===== src/rtl/uart_cmd_ctrl_if.sv =====
// Register-write request channel from the UART command parser to the board register file.
// Valid/ready: master holds wr_valid, wr_addr and wr_data stable until wr_valid & wr_ready at posedge.
`timescale 1ns/1ps
interface uart_cmd_ctrl_if;
    logic       wr_valid;
    logic [7:0] wr_addr;
    logic [7:0] wr_data;
    logic       wr_ready;

    modport master (output wr_valid, wr_addr, wr_data, input wr_ready);
    modport slave  (input wr_valid, wr_addr, wr_data, output wr_ready);
endinterface


===== src/rtl/uart_cmd_ctrl.sv =====
// Parses SYNC/ADDR/DATA[/CSUM] packets from the UART byte stream into register writes; UART_CMD_CSUM_EN adds the checksum byte.
// Latency: wr_valid rises 1 clk after the rx_done of the packet's last byte; error pulses are 1 clk after their cause.
// Backpressure: a pending write holds until wr_ready; a packet completing while it is blocked is dropped with err_overflow.
`timescale 1ns/1ps
module uart_cmd_ctrl #(
    parameter logic [7:0] SYNC_BYTE    = 8'hA5,
    parameter int         TIMEOUT_CLKS = 1000
) (
    input  logic            clk,
    input  logic            rst,
    input  logic [7:0]      rx_byte,
    input  logic            rx_done,
    uart_cmd_ctrl_if.master wr,
    output logic            err_csum,
    output logic            err_timeout,
    output logic            err_overflow,
    output logic            busy
);
    localparam int             CW       = $clog2(TIMEOUT_CLKS);
    localparam logic [CW-1:0]  TMO_LAST = CW'(TIMEOUT_CLKS - 1);

`ifdef UART_CMD_CSUM_EN
    typedef enum logic [1:0] {S_IDLE = 2'd0, S_ADDR = 2'd1, S_DATA = 2'd2, S_CSUM = 2'd3} state_t;
`else
    typedef enum logic [1:0] {S_IDLE = 2'd0, S_ADDR = 2'd1, S_DATA = 2'd2} state_t;
`endif

    state_t        state, nxt;
    logic [CW-1:0] tmo_cnt;
    logic [7:0]    addr_q;
    logic [7:0]    pkt_data;
    logic          tmo_hit, pkt_done, overflow, load;
    logic          wr_valid_q;
    logic [7:0]    wr_addr_q, wr_data_q;

`ifdef UART_CMD_CSUM_EN
    logic [7:0]    data_q, acc, csum_sum;
    logic          csum_bad;
    assign csum_sum = acc + rx_byte;
    assign pkt_data = data_q;
`else
    assign pkt_data = rx_byte;
    assign err_csum = 1'b0;
`endif

    always_ff @(posedge clk or negedge rst) begin
        if (!rst) begin
            state <= S_IDLE;
            busy  <= 1'b0;
        end else begin
            state <= nxt;
            busy  <= (nxt != S_IDLE);
        end
    end

    // A byte arriving in the expiry cycle takes priority over the timeout.
    always_comb begin
        nxt     = state;
        tmo_hit = 1'b0;
        if (state != S_IDLE && !rx_done && tmo_cnt == TMO_LAST) begin
            tmo_hit = 1'b1;
            nxt     = S_IDLE;
        end else if (rx_done) begin
            case (state)
                S_IDLE:  if (rx_byte == SYNC_BYTE) nxt = S_ADDR;
                S_ADDR:  nxt = S_DATA;
`ifdef UART_CMD_CSUM_EN
                S_DATA:  nxt = S_CSUM;
                S_CSUM:  nxt = S_IDLE;
`else
                S_DATA:  nxt = S_IDLE;
`endif
                default: nxt = S_IDLE;
            endcase
        end
    end

    always_comb begin
        pkt_done = 1'b0;
`ifdef UART_CMD_CSUM_EN
        csum_bad = 1'b0;
        if (rx_done && state == S_CSUM) begin
            if (csum_sum == 8'd0) pkt_done = 1'b1;
            else                  csum_bad = 1'b1;
        end
`else
        if (rx_done && state == S_DATA) pkt_done = 1'b1;
`endif
        // A handshake in the completion cycle frees the slot, so only a blocked write overflows.
        overflow = pkt_done && wr_valid_q && !wr.wr_ready;
        load     = pkt_done && !overflow;
    end

    always_ff @(posedge clk or negedge rst) begin
        if (!rst) begin
            tmo_cnt      <= '0;
            addr_q       <= 8'd0;
            wr_valid_q   <= 1'b0;
            wr_addr_q    <= 8'd0;
            wr_data_q    <= 8'd0;
            err_timeout  <= 1'b0;
            err_overflow <= 1'b0;
`ifdef UART_CMD_CSUM_EN
            data_q       <= 8'd0;
            acc          <= 8'd0;
            err_csum     <= 1'b0;
`endif
        end else begin
            tmo_cnt <= (rx_done || state == S_IDLE || tmo_hit) ? '0 : tmo_cnt + 1'b1;
            if (rx_done && state == S_ADDR) addr_q <= rx_byte;
`ifdef UART_CMD_CSUM_EN
            if (rx_done && state == S_DATA) data_q <= rx_byte;
            if (rx_done) acc <= (state == S_IDLE) ? SYNC_BYTE : csum_sum;
            err_csum <= csum_bad;
`endif
            if (load) begin
                wr_valid_q <= 1'b1;
                wr_addr_q  <= addr_q;
                wr_data_q  <= pkt_data;
            end else if (wr_valid_q && wr.wr_ready) begin
                wr_valid_q <= 1'b0;
            end
            err_timeout  <= tmo_hit;
            err_overflow <= overflow;
        end
    end

    assign wr.wr_valid = wr_valid_q;
    assign wr.wr_addr  = wr_addr_q;
    assign wr.wr_data  = wr_data_q;
endmodule


===== src/flat_wrapper.sv =====
// flat-port wrapper written by rule: the top's interface ports become plain ports
module uart_cmd_ctrl_flat 
#(
    parameter logic [7:0] SYNC_BYTE    = 8'hA5,
    parameter int         TIMEOUT_CLKS = 1000
)
  (clk, rst, rx_byte, rx_done, err_csum, err_timeout, err_overflow, busy, wr_wr_valid, wr_wr_addr, wr_wr_data, wr_wr_ready);
  uart_cmd_ctrl_if wr_i ();
  input  logic clk;
  input  logic rst;
  input  logic [7:0] rx_byte;
  input  logic rx_done;
  output logic err_csum;
  output logic err_timeout;
  output logic err_overflow;
  output logic busy;
  output wire logic [$bits(wr_i.wr_valid)-1:0] wr_wr_valid;
  output wire logic [$bits(wr_i.wr_addr)-1:0] wr_wr_addr;
  output wire logic [$bits(wr_i.wr_data)-1:0] wr_wr_data;
  input wire logic [$bits(wr_i.wr_ready)-1:0] wr_wr_ready;
  assign wr_wr_valid = wr_i.wr_valid;
  assign wr_wr_addr = wr_i.wr_addr;
  assign wr_wr_data = wr_i.wr_data;
  assign wr_i.wr_ready = wr_wr_ready;
  uart_cmd_ctrl #(.SYNC_BYTE(SYNC_BYTE), .TIMEOUT_CLKS(TIMEOUT_CLKS)) u_core (.clk(clk), .rst(rst), .rx_byte(rx_byte), .rx_done(rx_done), .wr(wr_i), .err_csum(err_csum), .err_timeout(err_timeout), .err_overflow(err_overflow), .busy(busy));
endmodule

===== config.mk =====
export PLATFORM = sky130hd
export DESIGN_NAME = uart_cmd_ctrl_flat
export DESIGN_NICKNAME = d
export VERILOG_FILES = /design/src/rtl/uart_cmd_ctrl_if.sv /design/src/rtl/uart_cmd_ctrl.sv /design/src/flat_wrapper.sv
export SDC_FILE = /design/constraint.sdc
export NUM_CORES = 1
export LEC_CHECK = 0
export ABC_AREA = 1
export BUFFER_PORTS_ARGS = -buffer_cell sky130_fd_sc_hd__buf_2
export CORE_MARGIN = 2
export CORE_UTILIZATION = 50
export CTS_BUF_LIST = sky130_fd_sc_hd__clkbuf_4
export DETAILED_ROUTE_END_ITERATION = 10
export PLACE_DENSITY_LB_ADDON = 0.25
export SYNTH_ARGS = -nofsm -noshare
export SYNTH_HDL_FRONTEND = slang
export SYNTH_SLANG_ARGS = --single-unit

===== constraint.sdc =====
create_clock -name clk -period 2.2 [get_ports clk]
set_input_delay 0.22 -clock clk [delete_from_list [all_inputs] [get_ports clk]]
set_output_delay 0.22 -clock clk [all_outputs]
set_load 0.005 [all_outputs]

### Yosys cells after proc, flatten, opt, wreduce, memory -nomap -nowiden

Index checks and enable logic that the tools add are counted.

* ROM bits: 0
* output and inout port bits: 21
* bits in latches: 0
* RAM bits: 0
* input port bits: 12
* memories kept: 0
* logic and storage cells: 40
* bits in registers: 40

* reductions and logical operators: 17
* div/mod/pow operators: 0
* $mul: 0
* bitwise gates (word level): 0
* equal/unequal tests: 4
* magnitude comparators: 0
* add/subtract/negate cells: 1
* multiplexer cells: 9
* shift operators: 0

Operators by type and width (count)
* $add 10x1->10 const B: 1
* $eq 10x10->1 const B: 1
* $mux 10: 1
* $eq 8x8->1 const B: 1
* $logic_and 1x1->1: 8
* $mux 2: 3
* $reduce_bool 2->1: 3
* $mux 1: 4
* $pmux 2 s2: 1
* $logic_not 1->1: 3
* $eq 2x1->1 const B: 1
* $eq 2x2->1 const B: 1
* $logic_not 2->1: 1
* $logic_or 1x1->1: 2

### Logic depth before layout (Yosys ltp)

Gate-level depths: netlist of run 1.

* depth in word-level cells: 8
* mapped depth: 7
* depth with buffers taken out: 7

### Worst setup path after synthesis of run 1

Ideal clock, no wire load.

* path kind: register to register
* from: register u_core.tmo_cnt[0]
* to: register u_core.tmo_cnt[6]
* setup slack: 0.994 ns
* cell stages (with the launch flop): 7
* data arrival time: 1.080 ns
* setup time: 0.126 ns
* cells stage by stage: dfrtp_1 > ha_1 > nand2_2 > nor2_2 > nand2_1 > nand2_4 > nor3_2

* longest elaborated chain between the ends: 5

RTL lines
* start: declaration: line uart_cmd_ctrl.sv:29 `logic [CW-1:0] tmo_cnt;`
* start signal: assignment: line uart_cmd_ctrl.sv:109 `tmo_cnt <= (rx_done || state == S_IDLE || tmo_hit) ? '0 : tmo_cnt + 1'b1;`
* parallel branches: the longest is 4 deep, another holds $add 10x1->10
* $mux 10 (*): line uart_cmd_ctrl.sv:109

Mark *: on every way between the ends.
A chain may end at the register's enable or synchronous reset.

### Final worst setup path of run 1

* from: register u_core.tmo_cnt[0]
* to: register u_core.tmo_cnt[8]

Same word-level chain as after synthesis.

==> flow_summary.ini, run 1 <==
[critical_path]
critPathCaptureType = flop
cp-start-kind = flop
cp.arrival_ps = 1650
rr_worst_depth = 5
rrSetupSlack_ps = 830
worstReg2RegStart = u_core.tmo_cnt[0]
reg2reg_to = u_core.tmo_cnt[8]
worstSetupPathType = flop to flop
crit_fanout = 6
crit_required_ps = 2470

[yosys]
ys_seq_area_frac = 0.534
syn-cell-area_sq_um = 1880
syn_nets = 208
synth_seq_cells = 40
synthTopCellsByArea = dfrtp_1 (53%), o21ai_2 (7.5%), nand2_1 (7.2%)
ys_warn_count = 0
synthArstFlopShare = 1.00
synth_edf_count = 0
synth_top_area_cell = dfrtp_1
synth.most_common_cell = dfrtp_1
synth_flop_cell = dfrtp_1
syn_inst = 195
synth_top_cells_by_count = dfrtp_1 (40), nand2_1 (36), inv_1 (30)
avgSynthCellArea_sq_um = 9.62
synth_cell_types = 27
synth_top_area_share = 0.534

[power_and_ir_drop]
power.combinational.fraction = 0.071
p_sw_w = 0.000302
sequentialPowerShare = 0.535
switching_share = 0.208
ir_drop_uv = 318
p_clk_frac = 0.394
p_int_w = 0.00115
p_per_area_nw_per_um2 = 676
leakage_nw = 1.09

[timing]
max_slew_margin = 0.421
min_period_ps = 1370
slew_violations = 0
fin_crit_sh = 0.624
finalHoldViolations = 0
setup_violations = 0
tightest_slew_ps = 869
fin_skew_ps = 8.07
fmaxAchievable_mhz = 729
fin_tns_setup_ps = 0
holdWs_ps = 150
rsz0062_at_grt = false

[clock_network]
cts_setup_buffers = 0
clk_latency_ps = 340
cts_tree = yes
numClockSinks = 40
clock_path_buffers = 2
htree_levels = 2
cts_buffers = 5
clk_pin_slew_ps = 110
clock-root-buffer = clkbuf_4

[grt]
grt_pass1_vias = 1295
grt_pass1_wl_um = 5680
antenna_found_initial = 0
grt_max_degree = 41
gr-usage-all-layers = 0.176
grt_overflow = 0

[detailed_routing]
vias_per_cell = 4.66
drt_iter0_drc = 92
first_pass_iters = 4
drtAntennaViolNets = 0
vias = 1295
finalWirelength_um = 3100
wl_per_cell_um = 11.1
drc_errors = 0

[floorplanning]
die_x_um = 65.2
die_area_sq_um = 4260
core_area_sq_um = 3630
rows = 22
start_util = 0.516
ios = 33
die-height_um = 65.2

[cells_and_area]
drive_gt1_frac = 0.387
syn_to_final_growth_pct = 14.8
num-nets-final = 243
final_util = 0.593
antenna_cells = 0

[min_path]
holdCritStartpoint = rx_byte[2]
holdPathStages = 3
hold_end = u_core.wr.wr_data[2]
hold_path_class = input pin to flop

[outcome]
status = finished, final reports clean

[placed_design]
place.gp.congestion = 0.810
portBuffers = 31
dp.final_hpwl_um = 2240

[run]
maxCapViolCount = 0
logic make-up after synthesis:
group,share of synthesized area
AOI/OAI and AO/OA,0.109
adders and majority gates,0.00667
and+or+nand+nor,0.247
DFF,0.534
buffers and inverters,0.0921
other,0.00200
xor gates and xnor gates,0.00934
per-stage QoR:
step / power [W] / worst slack [ps] / instances / area (sq um)
2_1_floorplan: 0.000844 / 994 / 195 / 1880
6_report: 0.00146 / 828 / 278 / 2150
3_3_place_gp: 0.000895 / 893 / 270 / 2050
4_1_cts: 0.00148 / 821 / 278 / 2150
5_1_grt: 0.00152 / 679 / 278 / 2150
3_5_place_dp: 0.000899 / 854 / 270 / 2050
worst max-delay path by stage:
stage | cells after the start | to | from
2_1_floorplan | 6 | u_core.tmo_cnt[6] | u_core.tmo_cnt[0]
3_3_place_gp | 5 | u_core.wr.wr_addr[7] | u_core.state[0]
3_5_place_dp | 5 | u_core.tmo_cnt[8] | u_core.tmo_cnt[0]
4_1_cts | 5 | u_core.tmo_cnt[8] | u_core.tmo_cnt[0]
5_1_grt | 5 | u_core.tmo_cnt[8] | u_core.tmo_cnt[0]
6_report | 5 | u_core.tmo_cnt[8] | u_core.tmo_cnt[0]
flip-flops by register name, summed over array words and instances, names as in the netlist:
name and flops:
u_core.state 2, u_core.tmo_cnt 10, u_core.wr.wr_data 8, u_core.wr.wr_addr 8
u_core.err_timeout 1, u_core.busy 1, u_core.wr.wr_valid 1, u_core.addr_q 8
u_core.err_overflow 1
metal layers:
layer,global-route usage,vias to the layer above,routed length [um],part of all wire
li1,-,672,-,-
met1,0.218,593,1400,0.45
met2,0.286,23,1490,0.48
met3,0.0565,7,147,0.047
met4,0.0703,0,53,0.017
met5,0,-,0,0
critical path, cell delays in order, from the launching register on:
cell     delay [ps]
dfrtp_1         430
ha_1            210
nand2_2         100
nor2_1          230
nand4_1         180
a21oi_2         160
repair_timing:
| action | 4_1_cts | 5_1_grt |
|---|---|---|
| gates resized for setup | 0 | 0 |
| hold buffers | 1 | 0 |
| endpoints found under the hold margin | 13 | 0 |
layout by cell type (no fill, tap or decap), types with 2 or more instances in the layout:
cell type and count:
nor2_2 9, buf_2 31, nor3_1 2, nand3_1 5, o21ai_1 8, bufinv_16 2, nand2_4 2, nand4_1 2
inv_2 2, o21ai_0 2, nand2_2 15, o21ai_2 16, clkbuf_4 5, dfrtp_1 40, nor3_2 2, nor2_1 9
nand2_1 36, inv_1 30
power by group through the flow:
stage / sequential [W] / clock, W / combinational [W]
floorplan: 0.000794 / 0 / 0.0000504
global placement: 0.000793 / 0 / 0.000103
detailed placement: 0.000794 / 0 / 0.000105
CTS: 0.000780 / 0.000591 / 0.000106
global route: 0.000783 / 0.000622 / 0.000119
finish: 0.000780 / 0.000574 / 0.000103
layout make-up:
cell class / instances / area (sq um)
clock inverters: 2 / 60.1
inverters: 32 / 120
multi-input cells: 118 / 702
well taps: 48 / 60.1
clock buffers: 5 / 37.5
flip-flops and latches: 40 / 1000
repair buffers: 33 / 173
fillers: 322 / 1480
Note: power is estimated with default switching activity, not from simulation.
==> run 2: changes to the inputs <==
--- a/config.mk
+++ b/config.mk
@@ -5,7 +5,7 @@
 export SDC_FILE = /design/constraint.sdc
 export NUM_CORES = 1
 export LEC_CHECK = 0
-export ABC_AREA = 1
+export ABC_AREA = 0
 export BUFFER_PORTS_ARGS = -buffer_cell sky130_fd_sc_hd__buf_2
 export CORE_MARGIN = 2
 export CORE_UTILIZATION = 50
==> constraint.sdc (replaced) <==
create_clock -name clk -period 1.3 [get_ports clk]
set_input_delay 0.13 -clock clk [delete_from_list [all_inputs] [get_ports clk]]
set_output_delay 0.13 -clock clk [all_outputs]
set_load 0.005 [all_outputs]
==> run 2 against run 1 <==
Compared with the run above:
- the flow now finishes with violations (setup timing)
- maximum frequency down 3.4%
- clock skew up 5.1 ps
- worst setup slack worse by 950 ps
- critical path type unchanged
- critical path depth down 1
- total power up 38%
==> flow_summary.ini, run 2 <==
[timing]
min_period_ps = 1420
rsz0062_at_grt = true
holdWs_ps = 44.7
fin_ws_ps = -121
fin_crit_sh = 1.09
fmaxAchievable_mhz = 704
finalHoldViolations = 0
fin_skew_ps = 13.1
slew_violations = 0
setup_violations = 30

[run]
maxCapViolCount = 0

[clock_network]
cts_tree = yes
numClockSinks = 40
clk_pin_slew_ps = 110
clock-root-buffer = clkbuf_4
htree_levels = 2
clk_latency_ps = 340
cts_buffers = 5
clock_path_buffers = 2

[power_and_ir_drop]
leakage_nw = 1.17
p_total_w = 0.00201
sequentialPowerShare = 0.642
power.combinational.fraction = 0.063
p_clk_frac = 0.295
p_sw_w = 0.000447
switching_share = 0.223
ir_drop_uv = 598
p_per_area_nw_per_um2 = 864
p_int_w = 0.00156

[min_path]
hold_path_class = input pin to flop

[cells_and_area]
multi_input_area_sq_um = 753
fin_cells = 232
final_cell_mix = dfrtp_1 (40), buf_2 (31), buf_4 (21)
ff_latch_area_sq_um = 1000
drive_gt1_frac = 0.596
largest_register_ffs = 10
final_util = 0.750
num-nets-final = 201
mostFrequentLayoutCell = dfrtp_1
fillerInstances = 229
antenna_cells = 0
syn_to_final_growth_pct = 41.2
largest_register = u_core.tmo_cnt

[placed_design]
place_inst = 214
dp.final_hpwl_um = 2310
place.gp.congestion = 0.762
portBuffers = 31

[floorplanning]
die-height_um = 61.4
die_area_sq_um = 3770
core_area_sq_um = 3100
start_util = 0.531
die_x_um = 61.4
ios = 33
rows = 20

[yosys]
syn_nets = 136
syn-cell-area_sq_um = 1650
synth_top_area_cell = dfrtp_1
synth_cell_types = 31
syn_inst = 123
avgSynthCellArea_sq_um = 13.4
synth_top_cells_by_count = dfrtp_1 (40), mux2_2 (24), nor2_1 (7)
synth.most_common_cell = dfrtp_1
ys_warn_count = 0
synth_top_area_share = 0.607
synth_seq_cells = 40
synthArstFlopShare = 1.00
synth_flop_cell = dfrtp_1
ys_seq_area_frac = 0.607
synth_edf_count = 0
synthTopCellsByArea = dfrtp_1 (61%), mux2_2 (16%), nor2_1 (1.6%)

[critical_path]
crit_fanout = 8
slowest_delay_ps = 400
slowest_stage = dfrtp_1
cp.arrival_ps = 1650
critical_path.cell_chain = nand3b_1, nor2b_4, clkbuf_16, mux2_4
critPathCaptureType = flop
crit_required_ps = 1530
worstSetupPathType = flop to flop
cp-start-kind = flop

[detailed_routing]
first_pass_iters = 4
vias_per_cell = 5.19
finalWirelength_um = 3720
drtAntennaViolNets = 0
wl_per_cell_um = 16.0
drt_iter0_drc = 54
vias = 1204
drc_errors = 0

[grt]
gr-usage-all-layers = 0.205
grt_max_degree = 41
antenna_found_initial = 0
grt_pass1_vias = 1197
grt_overflow = 0
grt_pass1_wl_um = 5450

[outcome]
failed_checks = setup timing
status = finished with violations
==> run 2: cell count changes after synthesis, moves of 3 or more <==
cell     previous run  this run
nand2_1            36         4
buf_2               0         3
nor2_2              9         0
inv_1              30         3
o21ai_2            16         0
mux2_2              0        24
o21ai_1             8         0
buf_6               4         0
nand2_2            15         0
a21oi_1             1         5
or3_1               0         3
==> run 2: routing by layer <==
layer | track usage | part of all wire | vias up
li1 | - | - | 567
met1 | 0.227 | 0.40 | 609
met2 | 0.362 | 0.56 | 24
met3 | 0.0840 | 0.037 | 4
met4 | 0.0608 | 0.0089 | 0
met5 | 0 | 0 | -
==> run 2: logic make-up (layout without fill, tap and decap cells) <==
family	count (synthesis)	count (layout)	share of synthesized area
flip-flops	40	40	0.607
AO/OA/AOI/OAI	15	15	0.0607
buffers and inverters	8	73	0.0251
AND/OR/NAND/NOR	31	31	0.117
XOR/XNOR	3	3	0.0159
other	1	1	0.00228
adder cells (fa/ha/maj)	1	1	0.00759
multiplexers	24	24	0.164
==> run 2: worst paths after layout <==
| check | start | end | slack (ps) | cells past startpoint |
|---|---|---|---|---|
| max | u_core.state[0] | u_core.wr.wr_addr[6] | -120 | 4 |
| min | rx_byte[5] | u_core.wr.wr_data[5] | 40 | 2 |
| max reg2reg | u_core.state[0] | u_core.wr.wr_addr[6] | -120 | 4 |
| min reg2reg | u_core.addr_q[6] | u_core.wr.wr_addr[6] | 520 | 1 |
| max in group asynchronous | rst | u_core.busy | 590 | 3 |
| min in group asynchronous | rst | u_core.addr_q[4] | 360 | 3 |
==> run 2: final cells by class <==
cell class | count | area share
Sequential cell | 40 | 0.430
Inverter | 3 | 0.00484
Timing Repair Buffer | 63 | 0.196
Clock inverter | 1 | 0.00215
Clock buffer | 6 | 0.0194
Multi-Input combinational cell | 75 | 0.324
Tap cell | 44 | 0.0237
==> run 2: critical path, delay by kind of cell (launching register included) <==
| kind | cells | cell delay [ps] |
|---|---|---|
| mux | 1 | 300 |
| buf+inv | 1 | 190 |
| simple gates | 2 | 440 |
| flops | 1 | 400 |
==> run 2: power groups by stage <==
stage	clock network [W]	logic (W)	registers [W]
floorplan	0	0.0000460	0.00131
global placement	0	0.000115	0.00131
detailed placement	0	0.000120	0.00131
CTS	0.000612	0.000123	0.00129
global route	0.000705	0.000142	0.00129
finish	0.000594	0.000126	0.00129
==> run 2: timing repair <==
item | CTS | global route
resized for setup | 17 | 15
endpoints found under the setup margin | 29 | 38
cloned | 0 | 1
buffers inserted | 4 | 4
hold buffers | 1 | 1
hold endpoints to repair | 40 | 1
pin swaps | 4 | 1
==> run 2: per-stage QoR <==
| stage | setup slack (ps) | cell area (sq um) | TNS (ps) |
|---|---|---|---|
| floorplan | -114 | 1710 | -1270 |
| global placement | -38.9 | 2050 | -283 |
| detailed placement | -102 | 2050 | -1250 |
| CTS | -120 | 2200 | -1560 |
| global route | -165 | 2330 | -3980 |
| finish | -121 | 2330 | -2610 |
==> run 3: changes to the inputs <==
--- a/config.mk
+++ b/config.mk
@@ -12,6 +12,7 @@
 export CTS_BUF_LIST = sky130_fd_sc_hd__clkbuf_4
 export DETAILED_ROUTE_END_ITERATION = 10
 export PLACE_DENSITY_LB_ADDON = 0.25
+export REMOVE_ABC_BUFFERS = 1
 export SYNTH_ARGS = -nofsm -noshare
 export SYNTH_HDL_FRONTEND = slang
 export SYNTH_SLANG_ARGS = --single-unit
==> run 3 against run 2 <==
Compared with the run above:
- the flow still finishes with violations (setup timing)
- largest power group unchanged
- final cell count decreased by 2.6%
- critical path type unchanged
- worst hold slack better by 16 ps
- worst setup slack lost 7.7 ps
- global-route usage fell by 0.77 points
- clock power grew 5.2%
- design area shrank 6.3%
- critical path depth stayed put
- register-to-register slack about the same
- wire length decreased by 8.9%
- non-clock buffer count is 7 lower
==> flow_summary.ini, run 3 (synthesis gave the netlist of run 2 again) <==
[clock_network]
clk_latency_ps = 330
clock-root-buffer = clkbuf_4
clk_pin_slew_ps = 110
cts_buffers = 5
htree_levels = 2
clock_path_buffers = 2
numClockSinks = 40
cts_tree = yes

[critical_path]
cp.arrival_ps = 1650
slowest_stage = dfrtp_1
critical_path.cell_chain = nand3b_1, nor2b_2, buf_6, mux2_4
worstSetupPathType = flop to flop
rrSetupSlack_ps = -130
worstReg2RegStart = u_core.state[0]
rr_worst_depth = 4
cp-start-kind = flop
critPathCaptureType = flop
crit_required_ps = 1520
reg2reg_to = u_core.wr.wr_data[2]
crit_fanout = 8
slowest_delay_ps = 410

[timing]
fin_crit_sh = 1.10
finalHoldViolations = 0
fmaxAchievable_mhz = 700
fin_skew_ps = 5.66
fin_ws_ps = -129
slew_violations = 0
min_period_ps = 1430
rsz0062_at_grt = true
setup_violations = 30

[min_path]
holdPathStages = 2
hold_path_class = input pin to flop
holdCritStartpoint = rx_byte[2]
hold_end = u_core.wr.wr_data[2]

[floorplanning]
core_area_sq_um = 3100
die_area_sq_um = 3770
die-height_um = 61.4
ios = 33
die_x_um = 61.4
rows = 20
start_util = 0.531

[placed_design]
portBuffers = 31
place.gp.congestion = 0.753
dp.final_hpwl_um = 2260
place_area_sq_um = 1970

[grt]
grt_overflow = 0
grt_max_degree = 17
gr-usage-all-layers = 0.197
grt_pass1_wl_um = 5310
grt_pass1_vias = 1177
antenna_found_initial = 0

[run]
maxCapViolCount = 0

[detailed_routing]
drtAntennaViolNets = 0
first_pass_iters = 4
drc_errors = 0
wl_per_cell_um = 15.0
vias_per_cell = 5.13
finalWirelength_um = 3380
vias = 1159
drt_iter0_drc = 61

[outcome]
failed_checks = setup timing
status = finished with violations

[power_and_ir_drop]
ir_drop_uv = 759
leakage_nw = 1.12
p_per_area_nw_per_um2 = 938

[cells_and_area]
num-nets-final = 194
fin_area_sq_um = 2180
syn_to_final_growth_pct = 32.3
drive_gt1_frac = 0.511
largest_register_ffs = 10
final_util = 0.703
mostFrequentLayoutCell = dfrtp_1
final_cell_mix = dfrtp_1 (40), buf_2 (31), mux2_4 (18), buf_4 (18), clkbuf_4 (7)
fillerInstances = 240
antenna_cells = 0
largest_register = u_core.tmo_cnt
-- run 3: final cells by class --
cell class / count / area [sq um] / area share
clock inverter: 1 / 3.75 / 0.00172
clock buffer: 7 / 52.6 / 0.0241
multi-input combinational: 75 / 681 / 0.312
inverter: 3 / 11.3 / 0.00516
sequential: 40 / 1000 / 0.459
timing repair buffer: 56 / 377 / 0.173
tap: 44 / 55.1 / 0.0252
-- run 3: what timing repair did --
item | 4_1_cts | 5_1_grt
resized for setup | 17 | 10
pin swaps | 2 | 1
gates cloned | 1 | 0
hold buffers | 1 | 0
endpoints found under the setup margin | 29 | 40
endpoints found under the hold margin | 13 | 0
buffers inserted | 6 | 1
-- run 3: worst max-delay path by stage --
stage                       from                   end  slack (ps)
2_1_floorplan    u_core.state[0]  u_core.wr.wr_data[0]        -570
3_3_place_gp     u_core.state[0]  u_core.wr.wr_data[0]         -40
3_5_place_dp     u_core.state[0]  u_core.wr.wr_addr[2]        -130
4_1_cts          u_core.state[0]  u_core.wr.wr_addr[7]        -110
5_1_grt        u_core.tmo_cnt[0]       u_core.state[0]        -220
6_report         u_core.state[0]  u_core.wr.wr_data[2]        -130
-- run 3: worst max-delay path: cells and delay by family (launching register included) --
family	cells	cell delay [ps]
simple gates	2	400
buf+inv	1	200
flops	1	410
mux	1	310
-- run 3: metrics by stage --
step           setup slack (ps)  instances  hold WS, ps  power, W  setup TNS, ps
3_5_place_dp               -133        210         39.7   0.00143          -2420
4_1_cts                    -111        226         47.1   0.00204          -2140
5_1_grt                    -222        226         41.7   0.00213          -5490
2_1_floorplan              -573        118         -166   0.00135         -10360
6_report                   -129        226         61.1   0.00204          -2480
3_3_place_gp              -43.2        210         39.5   0.00142           -705
-- run 3: power breakdown --
part           leakage (nW)  internal, W  switching (W)
sequential            0.556      0.00127      0.0000167
clock                0.0338     0.000250       0.000375
combinational         0.526    0.0000691      0.0000597
total                  1.12      0.00159       0.000451
-- run 3: layer usage --
layer,track usage,share of wire,vias to the layer above
met1,0.249,0.46,574
met4,0.0669,0.0068,0
met5,0,0,-
li1,-,-,554
met3,0.0504,0.031,4
met2,0.333,0.50,27
